===== src/rtl/regfile_write_arbiter.sv =====
// Write-port owner for RegisterFile. After reset it can zero-fill registers
// 1..2^ADDR_WIDTH-1. It then shares the port round-robin between ALU
// writeback (req0) and memory/load writeback (req1) with valid/ready handshakes.
module regfile_write_arbiter #(
  parameter int DATA_WIDTH    = 32,
  parameter int ADDR_WIDTH    = 5,
  parameter bit INIT_ON_RESET = 1'b1
) (
  input  logic                  clk,
  input  logic                  reset,
  input  logic                  req0_valid,
  input  logic [ADDR_WIDTH-1:0] req0_addr,
  input  logic [DATA_WIDTH-1:0] req0_data,
  output logic                  req0_ready,
  input  logic                  req1_valid,
  input  logic [ADDR_WIDTH-1:0] req1_addr,
  input  logic [DATA_WIDTH-1:0] req1_data,
  output logic                  req1_ready,
  output logic                  regWrite,
  output logic [ADDR_WIDTH-1:0] writeReg,
  output logic [DATA_WIDTH-1:0] writeData,
  output logic                  grant_id,
  output logic                  init_done,
  output logic [15:0]           conflict_count
);

  typedef enum logic {INIT, RUN} state_t;

  localparam logic [ADDR_WIDTH-1:0] LAST_REG = '1;
  localparam state_t RESET_STATE = INIT_ON_RESET ? INIT : RUN;

  state_t                  state;
  state_t                  nextState;
  logic [ADDR_WIDTH-1:0]   cnt;
  logic                    rrPtr;
  logic                    inRun;
  logic                    bothValid;
  logic                    grant0;
  logic                    grant1;
  logic                    accept;
  logic                    winner;
  logic [ADDR_WIDTH-1:0]   winAddr;
  logic [DATA_WIDTH-1:0]   winData;

  // State register: INIT while zero-filling, RUN once arbitration is live.
  always_ff @(posedge clk or negedge reset) begin
    // NOTE: sequential state uses non-blocking assignments so every flop samples pre-edge values.
    if (!reset) state <= RESET_STATE;
    else        state <= nextState;
  end

  // Next state and round-robin grant. Ready is gated by reset as well, so
  // with INIT_ON_RESET=0 (reset state RUN) neither ready rises during reset.
  always_comb begin
    // NOTE: every output of this block gets a default first, so no path leaves one unassigned and no latch is inferred.
    nextState = state;
    inRun     = 1'b0;
    bothValid = 1'b0;
    grant0    = 1'b0;
    grant1    = 1'b0;
    accept    = 1'b0;
    winner    = 1'b0;
    winAddr   = req0_addr;
    winData   = req0_data;

    if (state == INIT && cnt == LAST_REG) nextState = RUN;

    inRun     = (state == RUN) && reset;
    bothValid = req0_valid && req1_valid;
    grant0    = inRun && req0_valid && (!req1_valid || !rrPtr);
    grant1    = inRun && req1_valid && (!req0_valid ||  rrPtr);
    accept    = grant0 || grant1;
    winner    = grant1;
    if (grant1) begin
      winAddr = req1_addr;
      winData = req1_data;
    end
  end

  assign req0_ready = grant0;
  assign req1_ready = grant1;

  // Write-port datapath: zero-fill sequence in INIT, registered accepted request in RUN.
  always_ff @(posedge clk or negedge reset) begin
    if (!reset) begin
      cnt            <= {{(ADDR_WIDTH-1){1'b0}}, 1'b1};
      rrPtr          <= 1'b0;
      regWrite       <= 1'b0;
      writeReg       <= '0;
      writeData      <= '0;
      grant_id       <= 1'b0;
      conflict_count <= '0;
      init_done      <= ~INIT_ON_RESET;
    end else if (state == INIT) begin
      regWrite  <= 1'b1;
      writeReg  <= cnt;
      writeData <= '0;
      cnt       <= cnt + 1'b1;
      if (cnt == LAST_REG) init_done <= 1'b1;
    end else begin
      if (bothValid && conflict_count != 16'hFFFF)
        conflict_count <= conflict_count + 16'd1;
      if (accept) begin
        // Register 0 is hardwired: the request is consumed but no strobe is issued.
        regWrite  <= (winAddr != '0);
        writeReg  <= winAddr;
        writeData <= winData;
        grant_id  <= winner;
        rrPtr     <= ~winner;
      end else begin
        regWrite <= 1'b0;
      end
    end
  end

endmodule


===== config.mk =====
export PLATFORM = sky130hd
export DESIGN_NAME = regfile_write_arbiter
export DESIGN_NICKNAME = d
export VERILOG_FILES = /design/src/rtl/regfile_write_arbiter.sv
export SDC_FILE = /design/constraint.sdc
export NUM_CORES = 1
export LEC_CHECK = 0
export BUFFER_PORTS_ARGS = -buffer_cell sky130_fd_sc_hd__buf_2
export CAP_MARGIN = 20
export CELL_PAD_IN_SITES_DETAIL_PLACEMENT = 1
export CELL_PAD_IN_SITES_GLOBAL_PLACEMENT = 2
export CORE_UTILIZATION = 24
export DETAILED_ROUTE_END_ITERATION = 7
export GPL_TIMING_DRIVEN = 0
export PLACE_DENSITY_LB_ADDON = 0.25
export SLEW_MARGIN = 20
export SYNTH_ARGS = -nofsm -noshare
export SYNTH_HDL_FRONTEND = slang
export SYNTH_SLANG_ARGS = --single-unit

===== constraint.sdc =====
create_clock -name clk -period 1.4 [get_ports clk]
set_input_delay 0.14 -clock clk [delete_from_list [all_inputs] [get_ports clk]]
set_output_delay 0.14 -clock clk [all_outputs]
set_load 0.03 [all_outputs]

==> impl_metrics.py, run 1 <==
metrics = {
    "worst_hold_path": {
        "hold_path.class": "in2async",
    },
    "placement": {
        "dpl.hpwl_um": 7230,
        "port_buffers": 135,
        "gp_congestion": 0.759,
        "place_ws_ns": -0.521,
        "placed_cell_area_um2": 4000,
    },
    "setup_path": {
        "arrival_ns": 1.32,
        "required_ns": 1.26,
        "crit_fanout": 9,
        "startpoint": "rrPtr$_DFFE_PN0P_",
        "criticalPathCategory": "reg2out",
        "crit_path_end_kind": "primary output",
        "rr_startpoint": "conflict_count[3]$_DFFE_PN0P_",
        "ff2ff_setup_slack_ns": -0.05,
        "timing.rr.end": "conflict_count[1]$_DFFE_PN0P_",
        "reg2reg_depth": 4,
        "start_kind": "flip-flop",
    },
    "floorplanning": {
        "dieArea_um2": 12900,
        "coreArea_um2": 12100,
        "chipHeight_um": 113,
        "die-width_um": 113,
        "num_rows": 40,
        "num_io_pins": 136,
        "start_util_pct": 24.7,
    },
    "route": {
        "wl_met1_um": 4660,
        "drc": 0,
        "top_layer": "met5",
        "drtIter0Drc": 93,
        "routed_wl_um": 10900,
        "first_pass_iters": 4,
        "wl_met3_um": 735,
        "via_per_inst": 4.62,
        "wl_per_cell_um": 16.1,
        "routed-wl-met2_um": 5350,
        "num_vias": 3127,
        "ant_nets": 0,
    },
    "sta": {
        "finalClockSkew_ns": 0.00787,
        "post-route-period-util_pct": 104,
        "post-route-min-period_ns": 1.46,
        "drv_slew": 0,
        "hold_viol": 40,
        "relSlewSlack_pct": 58.9,
        "fmax_ghz": 0.685,
        "fin_ws_ns": -0.0589,
        "worstMarginPinSlew_ns": 0.614,
        "whs_ns": -0.0693,
        "grt_setup_unrepaired": "yes",
        "final-setup-viol-count": 7,
    },
    "power_and_ir_drop": {
        "swShare_pct": 34.3,
        "pwr-share-seq_pct": 34.9,
        "p_leak_nw": 2.39,
        "switching_power_mw": 2.27,
        "power_density_nw_per_um2": 1320,
        "clock_power_share_pct": 33.1,
        "combPwrFrac_pct": 31.9,
        "p_int_mw": 4.34,
        "vdd_drop_max_uv": 575,
    },
    "cells_and_area": {
        "layout-drive-gt1-share_pct": 53.6,
        "diodes": 0,
        "fin_nets": 585,
        "syn_to_final_growth_pct": 68.2,
        "fin_area_um2": 5010,
    },
    "grt": {
        "grt_util_all_layers_pct": 17.4,
        "overflow": 0,
        "grt_max_degree": 45,
        "grt_pass1_vias": 3330,
        "grt_pass1_wl_um": 17400,
        "grt_antenna_before_repair": 1,
    },
    "logic_synthesis": {
        "synth_top_area_share_pct": 51.2,
        "synth-simple-area-share_pct": 23.6,
        "synth_most_common_cell": "dfrtp_1",
        "synth_compound_area_share_pct": 11.5,
        "yosysTopAreaCell": "dfrtp_1",
        "synth_cell_type_count": 39,
        "netlist_area_um2": 2980,
        "synthAdderAreaFrac_pct": 1.26,
        "syn_nets": 394,
        "synth_cells": 313,
        "synth_flop_cell": "dfrtp_1",
        "synth-edff-count": 0,
        "synth_top_cells_by_count": "dfrtp_1 (61), nand2_1 (44), nand3_1 (43)",
        "yosys.area_share.xor_xnor_pct": 4.12,
        "syn_area_per_cell_um2": 9.52,
        "ys_seq_elements": 62,
        "seq_area_frac_synth_pct": 52.1,
        "async_flop_share_pct": 100,
        "synthMuxAreaShare_pct": 3.65,
        "synth_top_family_by_area": "simple AND/OR/NAND/NOR gates",
        "ys_warn_count": 0,
        "yosys-top-cells-area": "dfrtp_1 (51%), nand3_1 (7.2%), a31oi_1 (6.9%), nand2_1 (5.5%), nor2_1 (4.7%)",
    },
    "clocking": {
        "numCtsBuffers": 9,
        "htree_levels": 3,
        "ctsHoldBuffers": 3,
        "cts_buffer_depth": 2,
        "cts_sinks": 62,
        "cts_tree": "built",
        "clkTransAtPathRegs_ns": 0.06,
        "cts_root_buffer": "clkbuf_16",
        "worstSkewPairLatency_ns": 0.33,
    },
    "outcome": {
        "status": "finished with violations",
        "violations": "negative hold slack, negative setup slack",
    },
    "flow_run": {
        "cap_violations": 0,
    },
}
## sequential cells by signal, indices dropped and copies added, names as in the netlist
register / flops
writeData: 32
conflict_count: 16
cnt: 5
writeReg: 5
grant_id: 1
regWrite: 1
rrPtr: 1
state: 1
## per-layer routing
metal | vias up | track usage [%]
li1 | 1497 | -
met2 | 87 | 29.5
met4 | 2 | 5.26
met5 | - | 0
met3 | 13 | 6.32
met1 | 1528 | 20.6
## layout make-up
type | count | area, um^2
sequential | 62 | 1570
buffer | 19 | 208
multi-input combinational | 225 | 1540
inverter | 5 | 26.3
fill | 1396 | 7050
timing repair buffer | 182 | 1160
tap | 168 | 210
clock buffer | 16 | 292
## worst max-delay path, stage by stage, from the launching register on
cell and delay (ns):
dfrtp_1 0.40, nand2_2 0.09, nand4_4 0.14, inv_4 0.10, buf_8 0.12, buf_6 0.13
## per-stage QoR
| stage | power [mW] | setup TNS, ns | instances | utilization (%) | hold slack [ns] |
|---|---|---|---|---|---|
| floorplan | 3.44 | -0.446 | 313 | - | -0.156 |
| global placement | 4.07 | -75.91 | 616 | 32.9 | 0.367 |
| detailed placement | 4.11 | -16.94 | 617 | 33.2 | 0.0686 |
| CTS | 6.55 | -1.22 | 664 | 39.1 | -0.0655 |
| global route | 6.95 | -1.34 | 677 | 41.6 | -0.0514 |
| finish | 6.61 | -0.215 | 677 | 41.6 | -0.0693 |
## cell usage in the layout (no fill, tap or decap), types with 3 or more instances in the layout
master,synthesis,routed
inv_1,3,3
buf_2,7,135
nand4_1,3,3
a31oi_1,33,33
buf_12,0,3
mux2i_1,3,3
o221ai_1,4,3
nand2_1,44,42
buf_6,0,15
and4_4,1,3
dfrtp_2,0,15
nand3_1,43,34
nand3_2,0,8
mux2_2,3,3
xnor2_1,13,13
o211ai_1,6,6
clkbuf_8,0,4
buf_4,2,35
and3_4,0,3
clkbuf_1,11,3
buf_8,0,7
clkbuf_4,0,3
dfrtp_1,61,46
mux2_4,3,3
nand4_4,0,3
nor2_1,37,34
ha_4,0,3
clkbuf_16,0,11
## power by group through the flow
stage / combinational, mW / sequential [mW] / clock (mW)
detailed placement: 1.76 / 2.35 / 0
finish: 2.11 / 2.31 / 2.19
global route: 2.27 / 2.35 / 2.33
global placement: 1.72 / 2.34 / 0
floorplan: 0.545 / 2.89 / 0
CTS: 1.99 / 2.31 / 2.25
## how the worst max path moves through the flow
stage                                         end  slack [ns]
global placement        writeData[19]$_DFFE_PN0P_       -1.40
CTS                 conflict_count[5]$_DFFE_PN0P_       -0.08
finish                                 req0_ready       -0.06
detailed placement      writeData[17]$_DFFE_PN0P_       -0.52
global route        conflict_count[7]$_DFFE_PN0P_       -0.13
floorplan           conflict_count[1]$_DFFE_PN0P_       -0.16
## what timing repair did
item	4_1_cts	5_1_grt
setup endpoints to repair	49	55
setup buffers	29	12
endpoints found under the hold margin	61	40
pin swaps	11	16
cloned	1	1
gates resized for setup	46	52
## kinds of logic (layout without fill, tap and decap cells)
logic type,after synthesis,in the layout
mux,9,9
simple gates,148,148
xor+xnor,14,14
flops,62,62
compound gates,51,51
fa+ha+maj,3,3
buf+inv,26,222
Power figures use the tool's default switching activity.
==> run 2: changes to the inputs <==
--- a/config.mk
+++ b/config.mk
@@ -5,6 +5,7 @@
 export SDC_FILE = /design/constraint.sdc
 export NUM_CORES = 1
 export LEC_CHECK = 0
+export ABC_AREA = 1
 export BUFFER_PORTS_ARGS = -buffer_cell sky130_fd_sc_hd__buf_2
 export CAP_MARGIN = 20
 export CELL_PAD_IN_SITES_DETAIL_PLACEMENT = 1
==> impl_metrics.py, run 2 <==
metrics = {
    "outcome": {
        "status": "finished with violations",
        "violations": "negative setup slack",
    },
    "clocking": {
        "cts_buffer_depth": 2,
        "clkTransAtPathRegs_ns": 0.06,
        "cts_sinks": 62,
        "htree_levels": 3,
        "worstSkewPairLatency_ns": 0.34,
        "cts_root_buffer": "clkbuf_16",
        "numCtsBuffers": 9,
        "cts_tree": "built",
    },
    "setup_path": {
        "cp_common_cell": "buf_6",
        "path_buf_inv": 3,
        "crit_chain": "buf_6 > nand4_1 > nand2_2 > nor2_4 > buf_12 > buf_6 > a21oi_4 > a21oi_2",
        "crit_fanout": 7,
        "arrival_ns": 1.66,
        "critPathTopFamily": "buffers and inverters",
        "cp.depth": 8,
        "criticalPathCategory": "reg2reg",
        "required_ns": 1.62,
        "cpPeakStageDelay_ns": 0.38,
        "crit_path_end_kind": "flip-flop",
        "slowest_stage": "dfrtp_2",
        "start_kind": "flip-flop",
        "reg2reg_depth": 8,
    },
    "floorplanning": {
        "num_io_pins": 136,
        "die-width_um": 119,
        "chipHeight_um": 119,
        "dieArea_um2": 14100,
        "num_rows": 42,
        "start_util_pct": 24.6,
        "coreArea_um2": 13200,
    },
    "sta": {
        "grt_setup_unrepaired": "yes",
        "fmax_ghz": 0.693,
        "worstMarginPinSlew_ns": 0.876,
        "fin_ws_ns": -0.0423,
        "finalClockSkew_ns": 0.00782,
        "post-route-period-util_pct": 103,
        "post-route-min-period_ns": 1.44,
        "hold_viol": 0,
        "drv_slew": 0,
        "relSlewSlack_pct": 41.4,
        "final-setup-viol-count": 6,
    },
    "logic_synthesis": {
        "synth_flop_cell": "dfrtp_1",
        "ys_warn_count": 0,
        "async_flop_share_pct": 100,
        "synth_cell_type_count": 28,
        "yosys-top-cells-area": "dfrtp_1 (47%), nand2_1 (14%), nor2_1 (9.4%), o31ai_2 (7.7%), o31ai_1 (2.8%)",
        "syn_nets": 476,
        "seq_area_frac_synth_pct": 47.6,
        "synth_top_cells_by_count": "nand2_1 (124), nor2_1 (82), dfrtp_1 (61)",
        "syn_area_per_cell_um2": 8.26,
        "netlist_area_um2": 3260,
        "synth-edff-count": 0,
        "yosysTopAreaCell": "dfrtp_1",
        "synth_cells": 395,
        "synth_most_common_cell": "nand2_1",
        "ys_seq_elements": 62,
        "synth_top_area_share_pct": 46.8,
    },
    "cells_and_area": {
        "largest_register_ff_count": 32,
        "top_register": "writeData",
        "syn_to_final_growth_pct": 57.9,
        "layout_commonest_cell": "buf_2",
        "layout-drive-gt1-share_pct": 47.3,
        "num-fill-cells": 1609,
        "top_regs": "writeData: 32 flops, conflict_count: 16 flops",
        "layout_common_cells": "buf_2 (133), nand2_1 (106), nor2_1 (76)",
        "fin_nets": 657,
        "final_util_pct": 38.9,
        "diodes": 0,
    },
    "placement": {
        "dpl.hpwl_um": 7920,
        "gp_congestion": 0.777,
        "place_ws_ns": -0.512,
        "port_buffers": 135,
    },
    "route": {
        "routed_wl_um": 11700,
        "drc": 0,
        "num_vias": 3328,
        "drtIter0Drc": 75,
        "first_pass_iters": 4,
        "via_per_inst": 4.40,
        "wl_per_cell_um": 15.5,
        "ant_nets": 0,
    },
    "grt": {
        "grt_antenna_before_repair": 1,
        "grt_max_degree": 25,
        "overflow": 0,
        "grt_util_all_layers_pct": 17.1,
        "grt_pass1_wl_um": 18300,
        "grt_pass1_vias": 3534,
    },
    "power_and_ir_drop": {
        "p_leak_nw": 2.63,
        "vdd_drop_max_uv": 478,
        "power_density_nw_per_um2": 1270,
    },
    "worst_hold_path": {
        "hold_depth": 3,
        "hold_path.class": "in2reg",
    },
    "flow_run": {
        "cap_violations": 0,
    },
}
-- run 2: cell types whose count changed after synthesis, moves of 4 or more --
cell,delta
nand2_1,+80
nor2_1,+45
a31oi_1,-33
o221ai_1,-4
inv_1,+16
o31ai_2,+20
nand3_1,-26
clkbuf_1,-10
xor2_1,+4
o211ai_1,-4
and3_1,-5
o31ai_1,+12
-- run 2: per-layer routing --
layer  share of wire [%]  track usage (%)  up-vias
li1                    -                -     1639
met1                  41             19.4     1599
met2                  51             29.5       84
met3                 7.0             7.29        6
met4                0.76             4.27        0
met5                   0                0        -
-- run 2: report_power, final --
group | total, mW | leakage (nW) | internal (mW) | switching (mW)
clock | 2.39 | 0.155 | 1.57 | 0.821
combinational | 1.95 | 1.72 | 0.737 | 1.21
sequential | 2.20 | 0.757 | 2.05 | 0.153
total | 6.54 | 2.63 | 4.36 | 2.19
-- run 2: final cells by class --
class	instances	area (um^2)	share of cell area (%)
clock inverters	2	37.5	0.728
plain buffers	17	205	3.98
repair buffers	170	1080	20.9
inverters	20	83.8	1.63
clock buffers	14	284	5.51
well taps	176	220	4.27
flip-flops and latches	62	1570	30.4
multi-input cells	296	1680	32.6
-- run 2: final timing paths --
path                                 startpoint                            end  slack (ns)
max                           state$_DFFE_PN0P_        writeReg[0]$_DFFE_PN0P_       -0.04
min                                req0_data[0]       writeData[0]$_DFFE_PN0P_         0.1
max reg2reg                   state$_DFFE_PN0P_        writeReg[0]$_DFFE_PN0P_       -0.04
min reg2reg                grant_id$_DFFE_PN0P_           grant_id$_DFFE_PN0P_        0.46
max in group asynchronous                 reset  conflict_count[1]$_DFFE_PN0P_        0.32
min in group asynchronous                 reset  conflict_count[5]$_DFFE_PN0P_        0.49
-- run 2: what timing repair did --
action                     in CTS  in global routing
gates cloned                    2                  3
setup endpoints to repair      49                 51
hold buffers                    4                  0
pin swaps                       6                 11
hold endpoints to repair       37                  0
resized for setup              40                 36
buffers inserted               18                  8
-- run 2: tightest hold or removal path: cells and delay by family --
family / cells / cell delay [ns]
AND/OR/NAND/NOR: 1 / 0.09
AO/OA/AOI/OAI: 1 / 0.06
buffers and inverters: 1 / 0.10
-- run 2: through the flow --
step	instances	hold slack, ns	power [mW]	setup TNS, ns	area, um^2
floorplan	395	-0.156	3.28	-0.152	3310
global placement	706	0.436	3.85	-75.38	4210
detailed placement	707	0.0502	3.90	-19.08	4240
CTS	747	0.0782	6.57	-1.06	4920
global route	757	0.0910	6.90	-2.36	5150
finish	757	0.0968	6.54	-0.0678	5150
-- run 2: logic make-up after synthesis --
logic type               after synthesis  synth area share (%)
buffers and inverters                 37                  5.90
flip-flops                            62                  47.6
adder cells (fa/ha/maj)                3                  1.15
XOR/XNOR                              15                  4.03
AND/OR/NAND/NOR                      235                  29.0
AO/OA/AOI/OAI                         43                  12.3
